**src/rtl/mem_stage_ctrl_if.sv**
```systemverilog
// rtl/mem_stage_ctrl_if.sv - EX/MEM inputs, dcache request/response and writeback bundle for mem_stage_ctrl
interface mem_stage_ctrl_if #(
    parameter int WORD_W = 32,
    parameter int RSEL_W = 5
);
    logic              ex_valid;
    logic [WORD_W-1:0] ex_porto;
    logic [WORD_W-1:0] ex_portb;
    logic [WORD_W-1:0] ex_extimm;
    logic [WORD_W-1:0] ex_npc;
    logic [RSEL_W-1:0] ex_wsel;
    logic              ex_regwen;
    logic [1:0]        ex_regsrc;
    logic              ex_ren;
    logic              ex_wen;
    logic              ex_halt;
    logic              dhit;
    logic [WORD_W-1:0] dmemload;
    logic              dmemREN;
    logic              dmemWEN;
    logic [WORD_W-1:0] dmemaddr;
    logic [WORD_W-1:0] dmemstore;
    logic              mem_stall;
    logic              wb_wen;
    logic [RSEL_W-1:0] wb_wsel;
    logic [WORD_W-1:0] wb_wdat;
    logic              wb_halt;
`ifdef MEM_PERF_EN
    logic [31:0]       perf_retired;
    logic [31:0]       perf_memstall;
    logic [31:0]       perf_memops;
`endif

    modport slave (
        input  ex_valid, ex_porto, ex_portb, ex_extimm, ex_npc, ex_wsel,
               ex_regwen, ex_regsrc, ex_ren, ex_wen, ex_halt, dhit, dmemload,
        output dmemREN, dmemWEN, dmemaddr, dmemstore, mem_stall,
               wb_wen, wb_wsel, wb_wdat, wb_halt
`ifdef MEM_PERF_EN
        , output perf_retired, perf_memstall, perf_memops
`endif
    );

    modport master (
        output ex_valid, ex_porto, ex_portb, ex_extimm, ex_npc, ex_wsel,
               ex_regwen, ex_regsrc, ex_ren, ex_wen, ex_halt, dhit, dmemload,
        input  dmemREN, dmemWEN, dmemaddr, dmemstore, mem_stall,
               wb_wen, wb_wsel, wb_wdat, wb_halt
`ifdef MEM_PERF_EN
        , input perf_retired, perf_memstall, perf_memops
`endif
    );
endinterface

```
**src/rtl/mem_stage_ctrl.sv**
```systemverilog
// rtl/mem_stage_ctrl.sv - MIPS MEM stage with dcache handshake, stall, MEM/WB latch and sticky halt; MEM_PERF_EN adds perf counters
module mem_stage_ctrl #(
    parameter int WORD_W = 32,
    parameter int RSEL_W = 5
) (
    input  logic              CLK,
    input  logic              nRST,
    mem_stage_ctrl_if.slave   bus
);
    typedef enum logic [1:0] {S_IDLE, S_WAIT, S_HALTED} state_t;

    state_t            state_q, state_d;
    logic              wb_wen_q, wb_wen_d;
    logic [RSEL_W-1:0] wb_wsel_q, wb_wsel_d;
    logic [WORD_W-1:0] wb_wdat_q, wb_wdat_d;
    logic              wb_halt_q, wb_halt_d;

    logic              memop;
    logic              halted;
    logic              req_ren;
    logic              req_wen;
    logic              stall;
    logic              retire_halt;
    logic [WORD_W-1:0] sel_wdat;
    logic              unused_extimm_hi;

    assign memop            = bus.ex_valid & (bus.ex_ren | bus.ex_wen);
    assign halted           = (state_q == S_HALTED);
    assign unused_extimm_hi = ^bus.ex_extimm[WORD_W-1:16];

    // Request/stall generation is purely combinational so a zero-wait hit never stalls.
    always_comb begin
        state_d     = state_q;
        req_ren     = 1'b0;
        req_wen     = 1'b0;
        stall       = 1'b0;
        retire_halt = 1'b0;
        if (nRST) begin
            case (state_q)
                S_IDLE, S_WAIT: begin
                    req_ren     = memop & bus.ex_ren;
                    req_wen     = memop & bus.ex_wen & ~bus.ex_ren;
                    stall       = memop & ~bus.dhit;
                    retire_halt = bus.ex_valid & bus.ex_halt & ~stall;
                    if (retire_halt)
                        state_d = S_HALTED;
                    else if (stall)
                        state_d = S_WAIT;
                    else
                        state_d = S_IDLE;
                end
                S_HALTED: stall = 1'b1;
                default:  state_d = S_IDLE;
            endcase
        end
    end

    always_comb begin
        sel_wdat = bus.ex_porto;
        case (bus.ex_regsrc)
            2'b00:   sel_wdat = bus.ex_porto;
            2'b01:   sel_wdat = bus.dmemload;
            2'b10:   sel_wdat = bus.ex_npc;
            default: sel_wdat = {bus.ex_extimm[15:0], {(WORD_W-16){1'b0}}};
        endcase
    end

    // A stalled cycle loads a bubble so the held instruction writes back exactly once.
    always_comb begin
        wb_wen_d  = wb_wen_q;
        wb_wsel_d = wb_wsel_q;
        wb_wdat_d = wb_wdat_q;
        wb_halt_d = wb_halt_q;
        if (halted) begin
            wb_wen_d = 1'b0;
        end else if (stall) begin
            wb_wen_d  = 1'b0;
            wb_wsel_d = '0;
            wb_wdat_d = '0;
        end else begin
            wb_wen_d  = bus.ex_valid & bus.ex_regwen & (bus.ex_wsel != '0);
            wb_wsel_d = bus.ex_wsel;
            wb_wdat_d = sel_wdat;
            if (retire_halt)
                wb_halt_d = 1'b1;
        end
    end

    always_ff @(posedge CLK) begin
        if (!nRST) begin
            state_q   <= S_IDLE;
            wb_wen_q  <= 1'b0;
            wb_wsel_q <= '0;
            wb_wdat_q <= '0;
            wb_halt_q <= 1'b0;
        end else begin
            state_q   <= state_d;
            wb_wen_q  <= wb_wen_d;
            wb_wsel_q <= wb_wsel_d;
            wb_wdat_q <= wb_wdat_d;
            wb_halt_q <= wb_halt_d;
        end
    end

    assign bus.dmemREN   = req_ren;
    assign bus.dmemWEN   = req_wen;
    assign bus.dmemaddr  = bus.ex_porto;
    assign bus.dmemstore = bus.ex_portb;
    assign bus.mem_stall = stall;
    assign bus.wb_wen    = wb_wen_q;
    assign bus.wb_wsel   = wb_wsel_q;
    assign bus.wb_wdat   = wb_wdat_q;
    assign bus.wb_halt   = wb_halt_q;

`ifdef MEM_PERF_EN
    logic [31:0] perf_retired_q, perf_retired_d;
    logic [31:0] perf_memstall_q, perf_memstall_d;
    logic [31:0] perf_memops_q, perf_memops_d;
    logic        ev_retired;
    logic        ev_memstall;
    logic        ev_memops;

    assign ev_retired  = ~halted & ~stall & bus.ex_valid &
                         ((bus.ex_regwen & (bus.ex_wsel != '0)) |
                          (bus.ex_wen & ~bus.ex_ren) | bus.ex_halt);
    assign ev_memstall = ~halted & stall;
    assign ev_memops   = ~halted & bus.dhit & (req_ren | req_wen);

    always_comb begin
        perf_retired_d  = perf_retired_q;
        perf_memstall_d = perf_memstall_q;
        perf_memops_d   = perf_memops_q;
        if (ev_retired && perf_retired_q != 32'hFFFF_FFFF)
            perf_retired_d = perf_retired_q + 32'd1;
        if (ev_memstall && perf_memstall_q != 32'hFFFF_FFFF)
            perf_memstall_d = perf_memstall_q + 32'd1;
        if (ev_memops && perf_memops_q != 32'hFFFF_FFFF)
            perf_memops_d = perf_memops_q + 32'd1;
    end

    always_ff @(posedge CLK) begin
        if (!nRST) begin
            perf_retired_q  <= '0;
            perf_memstall_q <= '0;
            perf_memops_q   <= '0;
        end else begin
            perf_retired_q  <= perf_retired_d;
            perf_memstall_q <= perf_memstall_d;
            perf_memops_q   <= perf_memops_d;
        end
    end

    assign bus.perf_retired  = perf_retired_q;
    assign bus.perf_memstall = perf_memstall_q;
    assign bus.perf_memops   = perf_memops_q;
`endif
endmodule

```
**src/flat_wrapper.sv**
```systemverilog
// flat-port wrapper written by rule: the top's interface ports become plain ports
module mem_stage_ctrl_flat 
#(
    parameter int WORD_W = 32,
    parameter int RSEL_W = 5
)
  (CLK, nRST, bus_ex_valid, bus_ex_porto, bus_ex_portb, bus_ex_extimm, bus_ex_npc, bus_ex_wsel, bus_ex_regwen, bus_ex_regsrc, bus_ex_ren, bus_ex_wen, bus_ex_halt, bus_dhit, bus_dmemload, bus_dmemREN, bus_dmemWEN, bus_dmemaddr, bus_dmemstore, bus_mem_stall, bus_wb_wen, bus_wb_wsel, bus_wb_wdat, bus_wb_halt);
  mem_stage_ctrl_if #(.WORD_W(WORD_W), .RSEL_W(RSEL_W)) bus_i ();
  input  logic CLK;
  input  logic nRST;
  input wire logic [$bits(bus_i.ex_valid)-1:0] bus_ex_valid;
  input wire logic [$bits(bus_i.ex_porto)-1:0] bus_ex_porto;
  input wire logic [$bits(bus_i.ex_portb)-1:0] bus_ex_portb;
  input wire logic [$bits(bus_i.ex_extimm)-1:0] bus_ex_extimm;
  input wire logic [$bits(bus_i.ex_npc)-1:0] bus_ex_npc;
  input wire logic [$bits(bus_i.ex_wsel)-1:0] bus_ex_wsel;
  input wire logic [$bits(bus_i.ex_regwen)-1:0] bus_ex_regwen;
  input wire logic [$bits(bus_i.ex_regsrc)-1:0] bus_ex_regsrc;
  input wire logic [$bits(bus_i.ex_ren)-1:0] bus_ex_ren;
  input wire logic [$bits(bus_i.ex_wen)-1:0] bus_ex_wen;
  input wire logic [$bits(bus_i.ex_halt)-1:0] bus_ex_halt;
  input wire logic [$bits(bus_i.dhit)-1:0] bus_dhit;
  input wire logic [$bits(bus_i.dmemload)-1:0] bus_dmemload;
  output wire logic [$bits(bus_i.dmemREN)-1:0] bus_dmemREN;
  output wire logic [$bits(bus_i.dmemWEN)-1:0] bus_dmemWEN;
  output wire logic [$bits(bus_i.dmemaddr)-1:0] bus_dmemaddr;
  output wire logic [$bits(bus_i.dmemstore)-1:0] bus_dmemstore;
  output wire logic [$bits(bus_i.mem_stall)-1:0] bus_mem_stall;
  output wire logic [$bits(bus_i.wb_wen)-1:0] bus_wb_wen;
  output wire logic [$bits(bus_i.wb_wsel)-1:0] bus_wb_wsel;
  output wire logic [$bits(bus_i.wb_wdat)-1:0] bus_wb_wdat;
  output wire logic [$bits(bus_i.wb_halt)-1:0] bus_wb_halt;
  assign bus_i.ex_valid = bus_ex_valid;
  assign bus_i.ex_porto = bus_ex_porto;
  assign bus_i.ex_portb = bus_ex_portb;
  assign bus_i.ex_extimm = bus_ex_extimm;
  assign bus_i.ex_npc = bus_ex_npc;
  assign bus_i.ex_wsel = bus_ex_wsel;
  assign bus_i.ex_regwen = bus_ex_regwen;
  assign bus_i.ex_regsrc = bus_ex_regsrc;
  assign bus_i.ex_ren = bus_ex_ren;
  assign bus_i.ex_wen = bus_ex_wen;
  assign bus_i.ex_halt = bus_ex_halt;
  assign bus_i.dhit = bus_dhit;
  assign bus_i.dmemload = bus_dmemload;
  assign bus_dmemREN = bus_i.dmemREN;
  assign bus_dmemWEN = bus_i.dmemWEN;
  assign bus_dmemaddr = bus_i.dmemaddr;
  assign bus_dmemstore = bus_i.dmemstore;
  assign bus_mem_stall = bus_i.mem_stall;
  assign bus_wb_wen = bus_i.wb_wen;
  assign bus_wb_wsel = bus_i.wb_wsel;
  assign bus_wb_wdat = bus_i.wb_wdat;
  assign bus_wb_halt = bus_i.wb_halt;
  mem_stage_ctrl #(.WORD_W(WORD_W), .RSEL_W(RSEL_W)) u_core (.CLK(CLK), .nRST(nRST), .bus(bus_i));
endmodule
```
**config.mk**
```make
export PLATFORM = sky130hd
export DESIGN_NAME = mem_stage_ctrl_flat
export DESIGN_NICKNAME = d
export VERILOG_FILES = /design/src/rtl/mem_stage_ctrl_if.sv /design/src/rtl/mem_stage_ctrl.sv /design/src/flat_wrapper.sv
export SDC_FILE = /design/constraint.sdc
export NUM_CORES = 1
export LEC_CHECK = 0
export ABC_AREA = 1
export BUFFER_PORTS_ARGS = -buffer_cell sky130_fd_sc_hd__buf_2
export CORE_AREA = 2 2 110 112
export CTS_BUF_LIST = sky130_fd_sc_hd__clkbuf_8
export DETAILED_ROUTE_END_ITERATION = 8
export DIE_AREA = 0 0 112 114
export GPL_TIMING_DRIVEN = 0
export SYNTH_ARGS = -nofsm -noshare
export SYNTH_HDL_FRONTEND = slang
export SYNTH_SLANG_ARGS = --single-unit
```
**constraint.sdc**
```tcl
create_clock -name CLK -period 1.37 [get_ports CLK]
set_input_delay 0.411 -clock CLK [delete_from_list [all_inputs] [get_ports CLK]]
set_output_delay 0.411 -clock CLK [all_outputs]
set_load 0.02 [all_outputs]
```
==> metrics.yaml, run 1 <==
setup_path:
  worst-r2r-cell-count: 7
  critical_path.max_fanout: 4
  worst_path_most_repeated_cell: "sky130_fd_sc_hd__nand2_2"
  crit-reg2reg-capture: "u_core.bus.wb_wsel[4]"
  endpoint: "bus_mem_stall"
  crit_chain: "buf_2 > nand2_2 > nand2_2 > nand2_2 > o21ai_2 > and2_4 > buf_6"
  critPathKind: "input pin to output pin"
  ff2ff_setup_slack_ns: 0.11
  r2r_start: "u_core.state_q[1]"
  critPathLaunch: "bus_ex_valid"
  cp_slowest_stage_delay_ns: 0.16
  end_kind: "output pin"
  slowest_stage_cell_cp: "sky130_fd_sc_hd__o21ai_2"
  startpoint_type: "input pin"
  timing.critical_path.required_ns: 0.96
  timing.critical_path.arrival_ns: 1.21
layout:
  design_area_um2: 4380
  multiInputGateArea_um2: 1350
  num_antenna_cells: 0
  fin_nets: 836
  area.sequential_um2: 825
  syn2layout_area_growth_pct: 51.1
  post_route_cells_drive_above_1_share: 0.538
  final_core_util: 0.374
  num-fill-cells: 1290
logic_synthesis:
  leading_register_cell_type_out_of_synthesis: "sky130_fd_sc_hd__dfxtp_1"
  syn-num-nets: 596
  synth.lib_cells_used.distinct: 22
  synth.yosys.seq_area_share: 0.283
  postSynthRegisterBits: 41
  synth-warning-count: 0
  yosys.area.top_type_share: 0.283
  synthesis.area_um2: 2900
  synth_mux_area_frac: 0
  asyncSetResetFlopFracSynth: 0
  syn-instance-count: 421
  syn_avg_cell_area_um2: 6.88
  synth-edff-count: 0
  fraction_of_the_mapped_netlist_area_in_simple_logic_gates: 0.373
  synth_fa_ha_area_frac: 0
  synth_compound_area_frac: 0.0821
  combinational_family_with_the_most_area_after_synthesis: "simple AND/OR/NAND/NOR gates"
  synth.area.top_cells: "sky130_fd_sc_hd__dfxtp_1 28%, sky130_fd_sc_hd__buf_4 19%, sky130_fd_sc_hd__nand2_1 17%"
  cell_accounting_for_the_most_synthesized_area: "sky130_fd_sc_hd__dfxtp_1"
  post_synth_xor_xnor_area: 0
clock_network:
  cts.sinks: 41
  clk-insertion-delay-late_ns: 0.30
  cts.root.buffer_cell: "sky130_fd_sc_hd__clkbuf_8"
  cts_tree: "built"
  clockBufferDepth: 2
  htree_num_levels: 2
  cts-buffers-inserted: 5
  clkTransAtPathRegs_ns: 0.08
timing:
  final_max_slew_viol_count: 0
  min_period_ns: 1.62
  fin_skew_ns: 0.00475
  final-hold-violation-count: 0
  worst_slew_pin_slew_ns: 0.632
  report.final.setup_viol: 3
  highest_achievable_clock_rate_ghz: 0.617
  min_period_over_period: 1.18
  layout_setup_ws_ns: -0.250
  grt_setup_unrepaired: "true"
  max-slew-margin-rel: 0.578
status:
  violations: "negative setup slack"
  run_status: "complete, but fails checks"
flow_run:
  max-cap-violations: 0
floorplanning:
  row_count: 40
  dieArea_um2: 12800
  die_height_um: 114
  top_level_ports: 281
  initial_utilization: 0.247
  fp.coreArea_um2: 11700
  die_w_um: 112
global_routing:
  overflow: 0
  antenna_found_initial: 0
  gr-usage-all-layers: 0.165
  vias_in_the_first_global_route: 3464
  grt_start_max_net_pins: 12
  wire_length_of_the_first_global_routing_pass_um: 17000
power:
  powerDensity_nw_per_um2: 790
  worst_ir_drop_vdd_v: 0.000367
  power.leakage_nw: 2.35
routing:
  detail-route-antenna-nets: 0
  remaining_routing_drc_violations: 0
  detail_route.iter0.violations: 149
  dr.pass1.iters: 4
  route.detailed.wl_per_inst_um: 14.2
  totalWireLength_um: 11500
  vias: 3640
  post_drt_via_cell_ratio: 4.50
place:
  numPortBuffers: 230
  place.gp.congestion: 0.882
  detailed_placement_wirelength_estimate_um: 9420
  placed_area_um2: 4240
min_path:
  worstHoldPathType: "input pin to flip-flop"
[per-layer routing]
metal,vias to the layer above,global-route usage,share of wire
met1,1650,0.192,0.40
met4,0,0.0496,0.015
met3,13,0.0250,0.069
li1,1812,-,-
met5,-,0,0
met2,165,0.313,0.52
[repair_timing]
item | CTS | global route
resized for setup | 8 | 5
setup buffers | 2 | 1
cloned | 0 | 0
setup endpoints to repair | 3 | 3
pin swaps | 1 | 2
hold buffers | 0 | 0
[power by group]
group,internal [mW],switching [mW],total [mW]
logic,0.592,0.767,1.36
registers,1.29,0.0496,1.34
clock network,0.340,0.423,0.763
total,2.22,1.24,3.46
[critical path: cells and delay by family]
| family | cells | cell delay [ns] |
|---|---|---|
| AO/OA/AOI/OAI | 1 | 0.16 |
| buffers and inverters | 2 | 0.25 |
| AND/OR/NAND/NOR | 4 | 0.39 |
[sequential cells by signal, indices dropped and copies added, names as in the netlist]
register	flops
u_core.bus.wb_wsel	5
u_core.bus.wb_wdat	32
u_core.state_q	2
u_core.bus.wb_wen	1
u_core.bus.wb_halt	1
[cells in the final DEF, fill, tap and decap left out, drive strengths merged]
| cell | synthesis | layout |
|---|---|---|
| a21oi | 39 | 39 |
| and2 | 1 | 1 |
| buf | 89 | 322 |
| clkbuf | 4 | 9 |
| dfxtp | 41 | 41 |
| inv | 10 | 13 |
| nand2 | 128 | 128 |
| nand3 | 82 | 82 |
| nand4 | 17 | 17 |
| nor2 | 6 | 6 |
| nor3 | 3 | 3 |
| o21ai | 1 | 1 |
[area by class of cell]
class | instances | share of cell area
clock inverters | 3 | 0.00257
plain buffers | 93 | 0.163
inverters | 10 | 0.00972
flip-flops and latches | 41 | 0.188
well taps | 147 | 0.0420
repair buffers | 233 | 0.271
multi-input cells | 277 | 0.308
clock buffers | 5 | 0.0157
[cell usage after synthesis, types with 2 or more instances]
| master | count |
|---|---|
| sky130_fd_sc_hd__a21oi_1 | 29 |
| sky130_fd_sc_hd__a21oi_2 | 10 |
| sky130_fd_sc_hd__buf_2 | 6 |
| sky130_fd_sc_hd__buf_4 | 74 |
| sky130_fd_sc_hd__buf_6 | 7 |
| sky130_fd_sc_hd__clkbuf_1 | 4 |
| sky130_fd_sc_hd__dfxtp_1 | 41 |
| sky130_fd_sc_hd__inv_1 | 4 |
| sky130_fd_sc_hd__inv_2 | 4 |
| sky130_fd_sc_hd__inv_4 | 2 |
| sky130_fd_sc_hd__nand2_1 | 128 |
| sky130_fd_sc_hd__nand3_1 | 81 |
| sky130_fd_sc_hd__nand4_1 | 17 |
| sky130_fd_sc_hd__nor2_1 | 3 |
| sky130_fd_sc_hd__nor2_8 | 2 |
| sky130_fd_sc_hd__nor3_1 | 3 |
[logic make-up after synthesis]
kind of cell           after synthesis
AOI/OAI and AO/OA                   40
DFF                                 41
and+or+nand+nor                    237
buffers and inverters              103
[through the flow]
step	TNS, ns	std cells	hold slack [ns]	total power, mW	setup WS (ns)
6_report	-0.678	809	0.349	3.46	-0.250
5_1_grt	-0.812	809	0.365	3.65	-0.294
4_1_cts	-0.632	808	0.338	3.49	-0.258
3_5_place_dp	-4.92	798	0.441	2.70	-0.322
3_3_place_gp	-3.44	798	0.440	2.69	-0.301
2_1_floorplan	0	421	0.494	2.19	0.00728
[how the worst min path moves through the flow]
stage,to,depth (start not counted),from
finish,u_core.bus.wb_wen,3,bus_ex_regwen
floorplan,u_core.state_q[1],3,u_core.state_q[0]
global route,u_core.bus.wb_wen,3,bus_ex_regwen
detailed placement,u_core.bus.wb_halt,2,u_core.bus.wb_halt
CTS,u_core.bus.wb_wen,3,bus_ex_regwen
global placement,u_core.bus.wb_halt,2,u_core.bus.wb_halt
(Power assumes the default switching activity.)
==> inputs of run 2 (changes only) <==
- clock period: 1.37 -> 1.4 ns (I/O delays scaled with it)
==> run 2 against run 1 <==
The flow still finishes with violations (negative setup slack). Power down 1.9%. Global-route usage barely moved. Flip-flop and latch count unchanged. Wire length is essentially flat. Setup slack better by 0.043 ns. Cell count increased by 0.25%. Final area up 0.46%. Clock skew fell by 0.0015 ns.
==> metrics.yaml, run 2 (synthesis results as in run 1) <==
layout:
  area.sequential_um2: 825
  fin_nets: 838
  layoutNonFillerInstCount: 811
  multiInputGateArea_um2: 1350
  layout_common_cells: "232 x sky130_fd_sc_hd__buf_2, 125 x sky130_fd_sc_hd__nand2_1, 82 x sky130_fd_sc_hd__buf_4, 81 x sky130_fd_sc_hd__nand3_1, 40 x sky130_fd_sc_hd__dfxtp_1"
  largest_register_ff_count: 32
  most_common_library_cell_in_the_layout_ignoring_fill_and_taps: "sky130_fd_sc_hd__buf_2"
  post_route_cells_drive_above_1_share: 0.539
  num_antenna_cells: 0
  design_area_um2: 4400
  num-fill-cells: 1289
  syn2layout_area_growth_pct: 51.8
clock_network:
  clockBufferDepth: 2
  cts.hold.buffers_added: 0
  clkTransAtPathRegs_ns: 0.08
  cts.root.buffer_cell: "sky130_fd_sc_hd__clkbuf_8"
  htree_num_levels: 2
  clk-insertion-delay-late_ns: 0.30
  cts.sinks: 41
  cts-buffers-inserted: 5
  cts_tree: "built"
status:
  violations: "negative setup slack"
  run_status: "complete, but fails checks"
routing:
  dr.pass1.iters: 4
  detail-route-antenna-nets: 0
  totalWireLength_um: 11500
  route.detailed.wl_per_inst_um: 14.2
  remaining_routing_drc_violations: 0
  post_drt_via_cell_ratio: 4.49
  detail_route.iter0.violations: 111
  vias: 3643
floorplanning:
  initial_utilization: 0.247
  die_height_um: 114
  top_level_ports: 281
  fp.coreArea_um2: 11700
  row_count: 40
  dieArea_um2: 12800
  die_w_um: 112
place:
  place.gp.congestion: 0.882
  numPortBuffers: 230
  placed_cells: 798
  placed_area_um2: 4240
  detailed_placement_wirelength_estimate_um: 9420
flow_run:
  max-cap-violations: 0
setup_path:
  timing.critical_path.required_ns: 0.98
  end_kind: "output pin"
  ff2ff_setup_slack_ns: -0.02
  critical_path.max_fanout: 3
  critPathKind: "flip-flop to output pin"
  slowest_stage_cell_cp: "sky130_fd_sc_hd__dfxtp_4"
  r2r_start: "u_core.state_q[1]"
  worst-r2r-cell-count: 9
  crit_chain: "inv_2 > nor2_4 > inv_2 > o21ai_2 > and2_4 > buf_6"
  cp_top_family: "flip-flops"
  timing.critical_path.arrival_ns: 1.19
  cp_slowest_stage_delay_ns: 0.37
  crit_buf_inv: 3
  startpoint_type: "flip-flop"
  worst_path_most_repeated_cell: "sky130_fd_sc_hd__inv_2"
  crit-reg2reg-capture: "u_core.bus.wb_wdat[16]"
min_path:
  holdCritStartpoint: "bus_ex_regwen"
  worstHoldPathType: "input pin to flip-flop"
  worst_hold_path.endpoint: "u_core.bus.wb_wen"
  hold_depth: 3
power:
  fin_total_pwr_mw: 3.39
  worst_ir_drop_vdd_v: 0.000361
  power.leakage_nw: 2.36
  powerDensity_nw_per_um2: 771
timing:
  highest_achievable_clock_rate_ghz: 0.622
  grt_setup_unrepaired: "true"
  max-slew-margin-rel: 0.579
  fin_skew_ns: 0.00325
  final-hold-violation-count: 0
  hold_slack_ns: 0.358
  report.final.setup_viol: 13
  final_max_slew_viol_count: 0
  layout_setup_ws_ns: -0.207
  min_period_over_period: 1.15
  worst_slew_pin_slew_ns: 0.631
  min_period_ns: 1.61
global_routing:
  grt_start_max_net_pins: 12
  wire_length_of_the_first_global_routing_pass_um: 17000
  overflow: 0
  vias_in_the_first_global_route: 3494
  gr-usage-all-layers: 0.166
  antenna_found_initial: 0
run 2: changes by cell type in the layout (fill, tap and decap cells not counted):
cell,change
sky130_fd_sc_hd__inv_1,-1
sky130_fd_sc_hd__nor2_4,+1
sky130_fd_sc_hd__nor2_2,-1
sky130_fd_sc_hd__nand2_2,-1
sky130_fd_sc_hd__inv_2,+1
sky130_fd_sc_hd__nand2_1,+1
sky130_fd_sc_hd__buf_4,+3
sky130_fd_sc_hd__buf_2,-1
run 2: worst max-delay path by stage:
stage,cells after the start,end,startpoint
floorplan,5,bus_mem_stall,bus_ex_wen
global placement,7,bus_mem_stall,bus_ex_valid
detailed placement,7,bus_mem_stall,bus_ex_valid
CTS,6,bus_mem_stall,u_core.state_q[1]
global route,6,bus_mem_stall,u_core.state_q[1]
finish,6,bus_mem_stall,u_core.state_q[1]
run 2: layout make-up:
| cell class | count | area share |
|---|---|---|
| Timing Repair Buffer | 235 | 0.273 |
| Tap cell | 147 | 0.0418 |
| Clock inverter | 3 | 0.00256 |
| Multi-Input combinational cell | 277 | 0.307 |
| Buffer | 93 | 0.162 |
| Clock buffer | 5 | 0.0156 |
| Sequential cell | 41 | 0.187 |
| Inverter | 10 | 0.00967 |
run 2: worst register-to-register path, stage by stage (launching register included):
cell                      delay (ns)
sky130_fd_sc_hd__dfxtp_4        0.36
sky130_fd_sc_hd__buf_4          0.14
sky130_fd_sc_hd__nor2_4         0.10
sky130_fd_sc_hd__buf_4          0.12
sky130_fd_sc_hd__nand3_2        0.08
sky130_fd_sc_hd__nand2_1        0.11
sky130_fd_sc_hd__inv_4          0.09
sky130_fd_sc_hd__buf_6          0.15
sky130_fd_sc_hd__nand2_1        0.08
sky130_fd_sc_hd__a21oi_1        0.06
run 2: power breakdown:
| group | internal (mW) | switching [mW] |
|---|---|---|
| Sequential | 1.26 | 0.0478 |
| Combinational | 0.586 | 0.752 |
| Clock | 0.333 | 0.415 |
| Total | 2.18 | 1.21 |
run 2: stage by stage:
stage                     setup WS [ns]  utilization  TNS, ns
final                            -0.207        0.376   -0.660
after CTS                        -0.236        0.373   -0.565
after global placement           -0.289        0.362    -2.77
after global routing             -0.262        0.376    -2.60
after detailed placement         -0.310        0.362    -4.22
after floorplan                  0.0193            -        0
run 2: timing repair:
item | 4_1_cts | 5_1_grt
pin swaps | 2 | 3
gates cloned | 0 | 0
buffers inserted | 2 | 3
resized for setup | 12 | 3
endpoints found under the setup margin | 3 | 3
run 2: layer usage:
layer  up-vias  track usage  part of all wire
met5         -            0                 0
met4         0       0.0496             0.015
met3        13       0.0250             0.065
met2       157        0.315              0.52
met1      1655        0.192              0.40
li1       1818            -                 -
==> inputs of run 3 (changes only) <==
- BUFFER_PORTS_ARGS: -buffer_cell sky130_fd_sc_hd__buf_2 -> not set
- DONT_BUFFER_PORTS: not set -> 1
==> run 3 against run 2 <==
The run still ends with negative setup slack left. Clock skew up 0.0014 ns. Final area is 26% lower. Utilization decreased by 9.9 points. Sequential power rose by 9.9%. First-iteration DRC count rose by 39%. Cell count fell by 29%. Count of clock-buffer cells in the layout grew 2. Largest cell class is now multi-input gates. Largest power group is now sequential cells.
==> metrics.yaml, run 3 (synthesis results as in run 1) <==
clock_network:
  cts.hold.buffers_added: 0
  clk-insertion-delay-late_ns: 0.30
  cts_tree: "built"
  cts-buffers-inserted: 5
  clockBufferDepth: 2
  cts.sinks: 41
  cts.root.buffer_cell: "sky130_fd_sc_hd__clkbuf_8"
  clkTransAtPathRegs_ns: 0.08
  htree_num_levels: 2
power:
  worst_ir_drop_vdd_v: 0.000450
  comb_power_share: 0.271
  seq_power_share: 0.452
  switching_share: 0.357
  powerDensity_nw_per_um2: 981
  p_int_mw: 2.04
  fin_total_pwr_mw: 3.18
  switching_power_mw: 1.13
  power.leakage_nw: 1.39
  power_frac_clock: 0.277
routing:
  remaining_routing_drc_violations: 0
  route.detailed.wl_per_inst_um: 18.9
  totalWireLength_um: 10900
  detail-route-antenna-nets: 0
  detail_route.iter0.violations: 154
  post_drt_via_cell_ratio: 4.95
  vias: 2861
  dr.pass1.iters: 4
status:
  violations: "negative setup slack"
  run_status: "complete, but fails checks"
floorplanning:
  fp.coreArea_um2: 11700
  initial_utilization: 0.247
  dieArea_um2: 12800
  top_level_ports: 281
  row_count: 40
  die_height_um: 114
  die_w_um: 112
global_routing:
  grt_start_max_net_pins: 13
  overflow: 0
  vias_in_the_first_global_route: 2638
  wire_length_of_the_first_global_routing_pass_um: 15500
  antenna_found_initial: 0
  gr-usage-all-layers: 0.161
setup_path:
  startpoint_type: "flip-flop"
  cp_slowest_stage_delay_ns: 0.38
  critical_path.max_fanout: 3
  end_kind: "output pin"
  crit_chain: "inv_2 > nor2_4 > inv_2 > o21ai_2 > and2_4"
  timing.critical_path.arrival_ns: 1.15
  timing.critical_path.required_ns: 0.98
  critPathKind: "flip-flop to output pin"
  worst_path_most_repeated_cell: "sky130_fd_sc_hd__inv_2"
  slowest_stage_cell_cp: "sky130_fd_sc_hd__dfxtp_4"
layout:
  largest_register_ff_count: 32
  fin_nets: 605
  num_antenna_cells: 0
  most_common_library_cell_in_the_layout_ignoring_fill_and_taps: "sky130_fd_sc_hd__nand2_1"
  design_area_um2: 3240
  area.sequential_um2: 825
  num-fill-cells: 1323
  syn2layout_area_growth_pct: 11.8
  layout_common_cells: "128 x sky130_fd_sc_hd__nand2_1, 81 x sky130_fd_sc_hd__nand3_1, 76 x sky130_fd_sc_hd__buf_4, 40 x sky130_fd_sc_hd__dfxtp_1, 29 x sky130_fd_sc_hd__a21oi_1"
  post_route_cells_drive_above_1_share: 0.292
  multiInputGateArea_um2: 1360
  final_core_util: 0.276
place:
  pre_cts_slack_ns: -0.0711
  detailed_placement_wirelength_estimate_um: 8990
  numPortBuffers: 0
  placed_area_um2: 3090
  place.gp.congestion: 0.818
min_path:
  worstHoldPathType: "input pin to flip-flop"
timing:
  final-hold-violation-count: 0
  hold_slack_ns: 0.254
  worst_slew_pin_slew_ns: 0.638
  min_period_ns: 1.57
  grt_setup_unrepaired: "true"
  fin_skew_ns: 0.00465
  max-slew-margin-rel: 0.575
  highest_achievable_clock_rate_ghz: 0.635
  min_period_over_period: 1.12
  final_max_slew_viol_count: 0
  report.final.setup_viol: 3
  layout_setup_ws_ns: -0.174
flow_run:
  max-cap-violations: 0
[run 3: path summary, 6_finish.rpt]
kind | from | to | slack (ns) | cells past startpoint
max | u_core.state_q[1] | bus_mem_stall | -0.17 | 5
max reg2reg | u_core.state_q[1] | u_core.bus.wb_wdat[23] | 0.08 | 8
min | bus_ex_wsel[4] | u_core.bus.wb_wsel[4] | 0.25 | 2
min reg2reg | u_core.bus.wb_halt | u_core.bus.wb_halt | 0.56 | 2
[run 3: power by group through the flow]
stage	clock, mW	sequential [mW]	combinational [mW]
global route	0.938	1.45	0.937
finish	0.881	1.44	0.860
global placement	0	1.46	0.839
floorplan	0	1.44	0.701
CTS	0.910	1.44	0.867
detailed placement	0	1.46	0.850
[run 3: layout make-up]
cell class	instances	area share
repair buffers	2	0.00464
clock inverters	1	0.00155
inverters	10	0.0131
multi-input cells	277	0.419
flip-flops and latches	41	0.255
plain buffers	93	0.221
clock buffers	7	0.0298
well taps	147	0.0568
[run 3: metal layers]
layer	track usage	routed length, µm	vias up
li1	-	-	1345
met5	0	0	-
met4	0.0447	170	0
met2	0.290	5720	180
met3	0.0329	765	11
met1	0.194	4260	1325
[run 3: per-stage QoR]
step / TNS [ns] / instances
finish: -0.294 / 578
global route: -0.414 / 578
CTS: -0.328 / 578
detailed placement: -0.327 / 568
global placement: -0.197 / 568
floorplan: 0 / 421
[run 3: timing repair]
| action | 4_1_cts | 5_1_grt |
|---|---|---|
| setup endpoints to repair | 3 | 3 |
| setup buffers | 2 | 0 |
| resized for setup | 10 | 0 |
| pin swaps | 4 | 3 |
| cloned | 0 | 0 |
[run 3: critical path, delay by kind of cell (launching register included)]
kind / cells / cell delay (ns)
buf+inv: 2 / 0.11
simple gates: 2 / 0.29
compound gates: 1 / 0.07
flops: 1 / 0.38
